==> config.mk <==
export PLATFORM = sky130hd
export DESIGN_NAME = pipe_reg_skid
export DESIGN_NICKNAME = d
export VERILOG_FILES = /design/src/rtl/pipe_reg_skid.sv
export SDC_FILE = /design/constraint.sdc
export NUM_CORES = 1
export LEC_CHECK = 0
export CAP_MARGIN = 20
export CORE_ASPECT_RATIO = 2
export CORE_MARGIN = 5
export CORE_UTILIZATION = 50
export CTS_CLUSTER_SIZE = 28
export DETAILED_ROUTE_END_ITERATION = 12
export DONT_BUFFER_PORTS = 1
export PLACE_DENSITY = 0.66
export SLEW_MARGIN = 20
export SYNTH_ARGS = -nofsm -noshare
export SYNTH_HDL_FRONTEND = slang
export SYNTH_SLANG_ARGS = --single-unit
export TNS_END_PERCENT = 5
==> constraint.sdc <==
create_clock -name clk -period 3 [get_ports clk]
set_input_delay 0.6 -clock clk [delete_from_list [all_inputs] [get_ports clk]]
set_output_delay 0.6 -clock clk [all_outputs]
set_load 0.03 [all_outputs]
==> src/rtl/pipe_reg_skid.sv <==
`default_nettype none
// ============================================================================
// pipe_reg_skid : registered valid/ready stage with one-entry skid buffer.
// Optional stall counter: define PIPE_REG_SKID_STALL_CNT_EN.  Rev 1.0
// ============================================================================
module pipe_reg_skid #(
  parameter int               WIDTH     = 32,
  parameter logic [WIDTH-1:0] RESET_VAL = '0
) (
  input  logic             clk,
  input  logic             rst,
  input  logic             in_valid,
  input  logic [WIDTH-1:0] in_data,
  output logic             in_ready,
  output logic             out_valid,
  output logic [WIDTH-1:0] out_data,
  input  logic             out_ready,
  input  logic             flush
`ifdef PIPE_REG_SKID_STALL_CNT_EN
  ,
  output logic [31:0]      stall_cnt
`endif
);

  // State bits are {in_ready, out_valid} so both handshake outputs come straight from flops.
  localparam logic [1:0] EMPTY = 2'b10;
  localparam logic [1:0] ONE   = 2'b11;
  localparam logic [1:0] TWO   = 2'b01;

  logic [1:0]       state;
  logic [1:0]       state_nxt;
  logic [WIDTH-1:0] main_q;
  logic [WIDTH-1:0] skid_q;
  logic             accept;
  logic             deliver;
  logic             load_main;
  logic             main_from_skid;
  logic             load_skid;

  assign accept  = in_valid && in_ready;
  assign deliver = out_valid && out_ready;

  always_ff @(posedge clk or posedge rst) begin
    if (rst) state <= EMPTY;
    else     state <= state_nxt;
  end

  always_comb begin
    state_nxt = state;
    case (state)
      EMPTY: if (accept) state_nxt = ONE;
      ONE: begin
        if (accept && !deliver)      state_nxt = TWO;
        else if (!accept && deliver) state_nxt = EMPTY;
      end
      TWO:     if (deliver) state_nxt = ONE;
      default: state_nxt = EMPTY;
    endcase
    if (flush) state_nxt = EMPTY;
  end

  always_comb begin
    in_ready       = state[1];
    out_valid      = state[0];
    load_main      = 1'b0;
    main_from_skid = 1'b0;
    load_skid      = 1'b0;
    case (state)
      EMPTY: load_main = accept;
      ONE: begin
        load_main = accept && deliver;
        load_skid = accept && !deliver;
      end
      TWO: begin
        load_main      = deliver;
        main_from_skid = 1'b1;
      end
      default: ;
    endcase
    // Flush only clears occupancy; data registers keep their contents.
    if (flush) begin
      load_main = 1'b0;
      load_skid = 1'b0;
    end
  end

  always_ff @(posedge clk or posedge rst) begin
    if (rst) begin
      main_q <= RESET_VAL;
      skid_q <= RESET_VAL;
    end else begin
      if (load_main) main_q <= main_from_skid ? skid_q : in_data;
      if (load_skid) skid_q <= in_data;
    end
  end

  assign out_data = main_q;

`ifdef PIPE_REG_SKID_STALL_CNT_EN
  logic [31:0] stall_q;

  always_ff @(posedge clk or posedge rst) begin
    if (rst)                                          stall_q <= '0;
    else if (out_valid && !out_ready && stall_q != '1) stall_q <= stall_q + 32'd1;
  end

  assign stall_cnt = stall_q;
`endif

endmodule
`default_nettype wire
==> metrics, run 1 <==
total track usage=17.1%; crit-path max FO=25; routed len/inst=21.3 um; H-tree depth=3; CTS Hold Buffers Added=0; RePlAce Congestion=0.690; Final Setup Violations=0; vias in the first global route=1924; # IOs=71; area of the die=between 7000 and 8000 um2; Cells after Synth=about 200; Seq/Total Area, Yosys=between 50 and 60%; worst r2r dst=out_data[23]; Synth Net Count=240; Congestion Overflow GR=0; status=complete, no violations; DP Worst Slack=0.587 ns; setup bufs post-CTS=0; most common cell after layout, fill and taps aside=mux2_2; WP buf/inv=2; Worst R2R Setup Slack=between 0.6 and 0.7 ns; largest area contributor in the netlist=dfrtp_1; Slew HR=67.6%; Worst EP arrival=2.60 ns; CP startpoint kind=flip-flop; Syn Area/Cell=15.1 um2; first-pass GRT wire length=between 9000 and 10000 um; Register Area=~1700 um2; yosys warns=0; HPWL Detailed=4200 um; Skew-Pair Late Insertion Delay=0.32 ns; Multi-input gate area=1270 um2; Routed WL=5850 um; CTS tree=yes; Placed Instances=258; met2 usage in global routing=28.8%; Pwr Density=1190 nW/um2; DR vias=1644; DRC Markers=0; Crit Path Class=reg -> reg; antenna violations before repair=0; First DRT Iteration DRCs=110; Core Rows=40; fin crit period=2.40 ns; Clock Pin Slew Worst Setup and Hold Paths=0.05 ns; Slowest cell on crit path=dfstp_2; Antenna Violating Nets Remaining=0; FF-to-FF Start=state[1]; Tcrit/Tclk final=79.8%; fmax=418 MHz; met1 usage=17.2%; global routing's busiest layer=met2; Cell variety after synth=23; TNS Setup=0 ns; #FFs+latches synth=66; Setup Skew=0.00439 ns; HP Class=in -> async; area delta synth->final=13.1%; leakage power=1.46 nW; Chip Width=64.8 um; Die Y=120 um; fin worst setup slack=0.605 ns; Slew @ Worst Pin=between 0.4 and 0.5 ns; crit path capture type=flip-flop; largest net degree at the start of global routing=49; Post-CTS Resized=0; Slew Viols, Final=0; met3 Usage GRT=just under 7%; Nets=approximately 250; WP data required=around 3.2 ns; Clock Tree Buf Depth=2; worst reg2reg path depth=6; Initial Util=50.5%; CTS Root Buffer Type=clkbuf_16; CP peak stage delay=0.70 ns; fillcell total=514; post-synthesis cell area=3010 um2; non-filler instance count after layout=275; CTS sink count=between 60 and 70; final hold violations=0; vias per cell=between 5 and 6; CTS buffer count=9; n_diodes=0; maxcap violations=0; most frequent cells in the layout=mux2_2 (91), dfrtp_1 (65), clkbuf_16 (9), mux2_1 (5), buf_4 (5); top-area cell type share of the netlist area=54.1%; number of buffers added on ports=0; 1st-pass router iterations=5; Cell Chain, Critical Path=inv_1 -> ha_1 -> a32o_1 -> o21ai_4 -> buf_12 -> mux2_2; Synth area leaders=dfrtp_1 (54%), mux2_2 (34%), mux2_1 (1.9%); layout cells sized above 1=between 50% and 60%; maximum vdd drop=about 0.0007 V; Top Family by Delay on Critical Path=flip-flops; RSZ-0062 raised after global routing=no; core area=around 6000 um2
[worst max path at each step]
| stage | from | to | slack (ns) | cells after the start |
|---|---|---|---|---|
| after floorplan | rst | out_data[0] | 0.75 | 1 |
| after global placement | state[1] | skid_q[30] | 0.68 | 5 |
| after detailed placement | state[1] | skid_q[19] | 0.59 | 5 |
| after CTS | state[1] | skid_q[5] | 0.58 | 5 |
| after global routing | state[1] | skid_q[5] | 0.44 | 5 |
| final | state[1] | out_data[23] | 0.60 | 6 |
[kinds of logic (layout without fill, tap and decap cells)]
kind of cell / Yosys count / count (layout) / synth area share, %
DFF: 66 / 66 / 55.0
AOI/OAI and AO/OA: 7 / 7 / 1.83
and+or+nand+nor: 11 / 11 / 2.04
buffers and inverters: 13 / 26 / 2.91
muxes: 98 / 98 / 36.6
adders and majority gates: 4 / 4 / 1.66
[cell type report]
class / instances / area share (%)
multi-input combinational: 120 / 37.5
clock buffer: 12 / 7.54
clock inverter: 4 / 1.47
tap: 63 / 2.32
sequential: 66 / 48.6
inverter: 3 / 0.331
timing repair buffer: 7 / 2.28
[sequential cells by signal, indices dropped and copies added, names as in the netlist]
name / flops
out_data: 32
skid_q: 32
state: 2
[synthesized netlist by cell type]
master,n
nor3_2,1
nor2_1,4
buf_4,4
o21ai_4,1
buf_2,1
and2_4,1
mux2i_1,2
nand2b_1,1
clkbuf_1,2
mux2_2,91
inv_1,3
a21oi_1,1
nand3_1,1
dfrtp_1,65
ha_1,4
a32o_1,1
and3b_1,1
a2bb2oi_1,1
mux2_1,5
buf_6,3
o21ai_0,3
nand2_1,2
dfstp_2,1
[routing by layer]
| layer | wire, um | part of all wire, % |
|---|---|---|
| met1 | 1960 | 33 |
| met4 | 176 | 3.0 |
| met2 | 3210 | 55 |
| met3 | 505 | 8.6 |
| met5 | 0 | 0 |
[where the power goes]
part           internal (mW)  switching (mW)
Sequential              1.34           0.764
Clock                  0.686           0.354
Combinational          0.556           0.338
Total                   2.58            1.46
[stage by stage]
| stage | util (%) | instance area (um2) | power [mW] | hold slack (ns) |
|---|---|---|---|---|
| 4_1_cts | 56.8 | 3380 | 4.09 | 0.395 |
| 3_3_place_gp | 51.6 | 3070 | 2.93 | 0.461 |
| 3_5_place_dp | 51.6 | 3070 | 3.04 | 0.474 |
| 5_1_grt | 57.1 | 3400 | 4.28 | 0.0881 |
| 2_1_floorplan | - | 3010 | 2.79 | 0.452 |
| 6_report | 57.1 | 3400 | 4.04 | 0.0862 |
No activity file was read; power rests on OpenSTA's default activity.
==> inputs of run 2 (changes only) <==
==> constraint.sdc (replaced) <==
create_clock -name clk -period 2.3 [get_ports clk]
set_input_delay 0.46 -clock clk [delete_from_list [all_inputs] [get_ports clk]]
set_output_delay 0.46 -clock clk [all_outputs]
set_load 0.03 [all_outputs]
==> run 2 against run 1 <==
Effect of this change: die area unchanged; sequential power is 28% higher; worst hold slack improved by 0.013 ns; via count grew 1.0%; global-route usage decreased by 0.17 points; count of clock-buffer cells in the layout rose by 1; combinational power increased by 38%; maximum frequency rose by 8.8%; total power grew 31%; final area unchanged; first-iteration DRC count decreased by 65%; largest power group unchanged.
==> metrics, run 2 (synthesis gave the netlist of run 1 again) <==
Slew @ Worst Pin=0.633 ns; Final Setup Violations=0; crit-path max FO=16; Routed WL=5870 um; CP peak stage delay=0.55 ns; final hold violations=0; n_diodes=0; First DRT Iteration DRCs=39; # IOs=71; DRC Markers=0; clock power share=25.6%; internal power=3.40 mW; area delta synth->final=13.1%; Chip Width=64.8 um; Logic pwr share=23.2%; Die Y=120 um; Clock Tree Buf Depth=2; DR vias=around 1700; met3 wire length=508 um; layout cells sized above 1=56.3%; fin crit period=~2.2 ns; antenna violations before repair=0; Switching Fraction=35.7%; Pwr Density=1550 nW/um2; status=complete, no violations; Skew-Pair Late Insertion Delay=0.32 ns; CP startpoint kind=flip-flop; Setup Skew=0.00259 ns; first-pass GRT wire length=9670 um; area of the die=7760 um2; WL met2=3210 um; fillcell total=491; Worst R2R Setup Slack=0.1 ns; RePlAce Congestion=0.785; leakage power=1.46 nW; Initial Util=roughly half; Slowest cell on crit path=dfstp_2; fmax=454 MHz; HPWL Detailed=4100 um; CTS tree=yes; CTS sink count=66; core area=between 5000 and 6000 um2; 1st-pass router iterations=2; Register Area=1650 um2; Slew HR=57.6%; total track usage=17.0%; HP Class=in -> async; Sw Pwr=between 1.5 and 2 mW; Seq pwr share=51.2%; most frequent cells in the layout=mux2_2 (91), dfrtp_1 (65), clkbuf_16 (9), buf_4 (8), mux2_1 (5); worst reg2reg path depth=5; TNS Setup=0 ns; M1 WL=1950 um; Crit Path Class=reg -> reg; worst r2r dst=out_data[4]; Tcrit/Tclk final=95.7%; Cell Chain, Critical Path=inv_1 -> ha_1 -> a32o_1 -> o21ai_4 -> mux2_2; Core Rows=40; Antenna Violating Nets Remaining=0; H-tree depth=3; Placed Instances=260; non-filler instance count after layout=~280; Tot Pwr=5.29 mW; largest net degree at the start of global routing=34; Congestion Overflow GR=0; Multi-input gate area=1290 um2; routed len/inst=21.3 um; Fin Hold WS=0.0997 ns; Slew Viols, Final=0; maximum vdd drop=~0.00073 V; vias per cell=6.02; CTS buffer count=9; Nets=250; WP data required=2.50 ns; maxcap violations=0; Clock Pin Slew Worst Setup and Hold Paths=0.05 ns; number of buffers added on ports=0; uppermost routed layer=met4; most common cell after layout, fill and taps aside=mux2_2; FF-to-FF Start=state[1]; setup bufs post-CTS=0; CTS Root Buffer Type=clkbuf_16; vias in the first global route=1882; Worst EP arrival=2.40 ns; crit path capture type=flip-flop
==> run 2: power groups by stage <==
stage	Combinational [mW]	Sequential (mW)	Clock, mW
detailed placement	1.22	2.73	0
global route	1.36	2.77	1.45
CTS	1.25	2.72	1.40
finish	1.23	2.70	1.35
global placement	1.13	2.69	0
floorplan	1.02	2.62	0
==> run 2: worst max path at each step <==
stage	from	endpoint	slack [ns]	cells past startpoint
after floorplan	state[1]	out_data[0]	0.14	7
after global placement	state[1]	out_data[31]	-0.11	5
after detailed placement	state[1]	out_data[27]	-0.21	5
after CTS	state[1]	out_data[4]	0.07	5
after global routing	state[1]	skid_q[13]	-0.006	7
final	state[1]	out_data[4]	0.1	5
==> run 2: final cells by class <==
cell class	count	share of cell area, %
sequential	66	48.6
clock inverter	2	1.03
multi-input combinational	121	38.0
inverter	3	0.331
tap	63	2.32
clock buffer	13	7.95
timing repair buffer	8	1.77
==> run 2: per-layer routing <==
metal	vias up	track usage, %
met5	-	0
met1	852	17.2
met4	0	9.54
met3	17	7.30
met2	57	28.4
li1	735	-
==> run 2: worst max-delay path: cells and delay by family, from the launching register on <==
kind | cells | cell delay (ns)
AOI/OAI and AO/OA | 2 | 0.84
adders and majority gates | 1 | 0.22
buffers and inverters | 1 | 0.07
DFF | 1 | 0.55
muxes | 1 | 0.41
==> run 2: per-stage QoR <==
stage	utilization, %	cell area, um2	worst slack [ns]
after floorplan	-	3010	0.140
after global placement	51.7	3080	-0.107
after detailed placement	51.7	3080	-0.208
after CTS	57.1	3400	0.0728
after global routing	57.1	3400	-0.00611
final	57.1	3400	0.0992
==> run 2: timing repair <==
action                                  in CTS  in global routing
hold buffers                                 0                  0
pin swaps                                    1                  0
endpoints found under the hold margin        0                  0
endpoints found under the setup margin      32                  1
resized for setup                            1                  1
cloned                                       1                  0
==> inputs of run 3 (changes only) <==
--- a/config.mk
+++ b/config.mk
@@ -7,7 +7,7 @@
 export LEC_CHECK = 0
 export CAP_MARGIN = 20
 export CORE_ASPECT_RATIO = 2
-export CORE_MARGIN = 5
+export CORE_MARGIN = 4
 export CORE_UTILIZATION = 50
 export CTS_CLUSTER_SIZE = 28
 export DETAILED_ROUTE_END_ITERATION = 12
==> run 3 against run 2 <==
Effect of this change: maximum frequency is 2.3% higher; global-route usage is 0.73 points higher; worst hold slack worse by 0.053 ns; critical path type unchanged; critical path depth stayed put; combinational power is 5% higher; final area is 0.33% lower; clock skew is 0.0032 ns higher; die area is 4.7% lower; flip-flop and latch count stayed put; worst setup slack better by 0.050 ns; total power is 1.7% lower.
==> metrics, run 3 (synthesis gave the netlist of run 1 again) <==
Pwr Density=1530 nW/um2; H-tree depth=3; Core Rows=39; Slowest cell on crit path=dfstp_2; 1st-pass router iterations=4; Setup Skew=0.00574 ns; placed cell area=3090 um2; worst r2r dst=out_data[30]; Worst R2R Setup Slack=0.15 ns; routed len/inst=21.9 um; antenna violations before repair=0; RSZ-0062 raised after global routing=no; area delta synth->final=12.7%; # IOs=71; Finished Cell Area=between 3000 and 4000 um2; status=complete, no violations; n_diodes=0; vias per cell=6.05; Cell Chain, Critical Path=inv_1 -> ha_1 -> a32o_1 -> o21ai_4 -> mux2_2; layout cells sized above 1=55.8%; DRC Markers=0; Clock Pin Slew Worst Setup and Hold Paths=0.05 ns; core area=roughly 5800 um2; First DRT Iteration DRCs=42; CP peak stage delay=0.52 ns; worst reg2reg path depth=5; most common cell after layout, fill and taps aside=mux2_2; Die Y=118 um; Crit Path Class=reg -> reg; fin crit period=approximately 2.2 ns; Top Family by Delay on Critical Path=compound AO/OA/AOI/OAI gates; most frequent cells in the layout=mux2_2 (91), dfrtp_1 (64), clkbuf_16 (9), buf_4 (7), mux2_1 (5); Slew HR=59.7%; total track usage=~18%; Fin Hold WS=roughly 0.046 ns; final hold violations=0; Slew Viols, Final=0; FF-to-FF Start=state[1]; met3 wire length=between 400 and 500 um; Chip Width=62.8 um; CTS Hold Buffers Added=0; DP Worst Slack=-0.239 ns; WP data required=around 2.5 ns; maxcap violations=0; M1 WL=2020 um; Skew-Pair Late Insertion Delay=about 0.32 ns; Antenna Violating Nets Remaining=0; Routed WL=slightly above 6000 um; Crit. Startpoint=state[1]; fin worst setup slack=roughly 0.15 ns; maximum vdd drop=0.000831 V; leakage power=~1.5 nW; Tot Pwr=5.20 mW; crit-path max FO=16; fmax=465 MHz; RePlAce Congestion=~0.66; Nets=roughly 250; end of the critical path=out_data[30]; DR vias=around 1700; Final Setup Violations=0; vias in the first global route=1931; WL met2=between 3000 and 4000 um; first-pass GRT wire length=9990 um; uppermost routed layer=met4; WP buf/inv=1; crit path capture type=flip-flop; area of the die=7400 um2; Tcrit/Tclk final=93.5%; Slew @ Worst Pin=0.603 ns; TNS Setup=0 ns; CTS buffer count=9; HPWL Detailed=4140 um; number of buffers added on ports=0; CTS sink count=66; Clock Tree Buf Depth=2; CP startpoint kind=flip-flop; CTS Root Buffer Type=clkbuf_16; Worst EP arrival=2.35 ns; CTS tree=yes; Crit. path cell count=5; Initial Util=52.2%; Congestion Overflow GR=0; largest net degree at the start of global routing=34; HP Class=in -> async
run 3: per-layer routing:
metal | GRT usage (%) | vias up
met2 | 32.2 | 62
met5 | 0 | -
met4 | 7.88 | 0
li1 | - | 739
met3 | 7.64 | 15
met1 | 16.6 | 853
run 3: how the worst min path moves through the flow:
stage                    from      endpoint  slack (ns)  depth (start not counted)
finish                    rst  out_data[23]        0.05                          1
global route              rst  out_data[23]        0.07                          1
CTS                       rst  out_data[23]        0.06                          1
detailed placement        rst  out_data[22]        0.40                          1
global placement          rst  out_data[19]        0.39                          1
floorplan           skid_q[0]     skid_q[0]        0.45                          1
run 3: cell type report:
| type | instances | area (um2) |
|---|---|---|
| Fill cell | 469 | 2370 |
| Sequential cell | 66 | 1650 |
| Multi-Input combinational cell | 121 | 1290 |
| Clock buffer | 13 | 250 |
| Timing Repair Buffer | 9 | 92.6 |
| Tap cell | 61 | 76.3 |
| Clock inverter | 3 | 15.0 |
| Inverter | 3 | 11.3 |
run 3: timing repair:
action	CTS	global route
buffers inserted	0	1
resized for setup	1	1
cloned	1	0
endpoints found under the hold margin	0	0
pin swaps	1	1
setup endpoints to repair	32	13
run 3: worst reg2reg max path: stages, from the launching register on:
cell     delay (ns)
dfstp_2        0.52
inv_1          0.06
ha_1           0.22
a32o_1         0.31
o21ai_4        0.52
mux2_2         0.40
run 3: metrics by stage:
stage	instances	utilization [%]
5_1_grt	276	58.9
3_3_place_gp	258	53.6
3_5_place_dp	258	53.6
2_1_floorplan	199	-
4_1_cts	275	58.5
6_report	276	58.9
run 3: power by group:
part	leakage, nW	internal [mW]	switching [mW]
combinational	0.531	0.766	0.529
clock	0.133	0.753	0.449
sequential	0.788	1.75	0.948
total	1.45	3.27	1.93
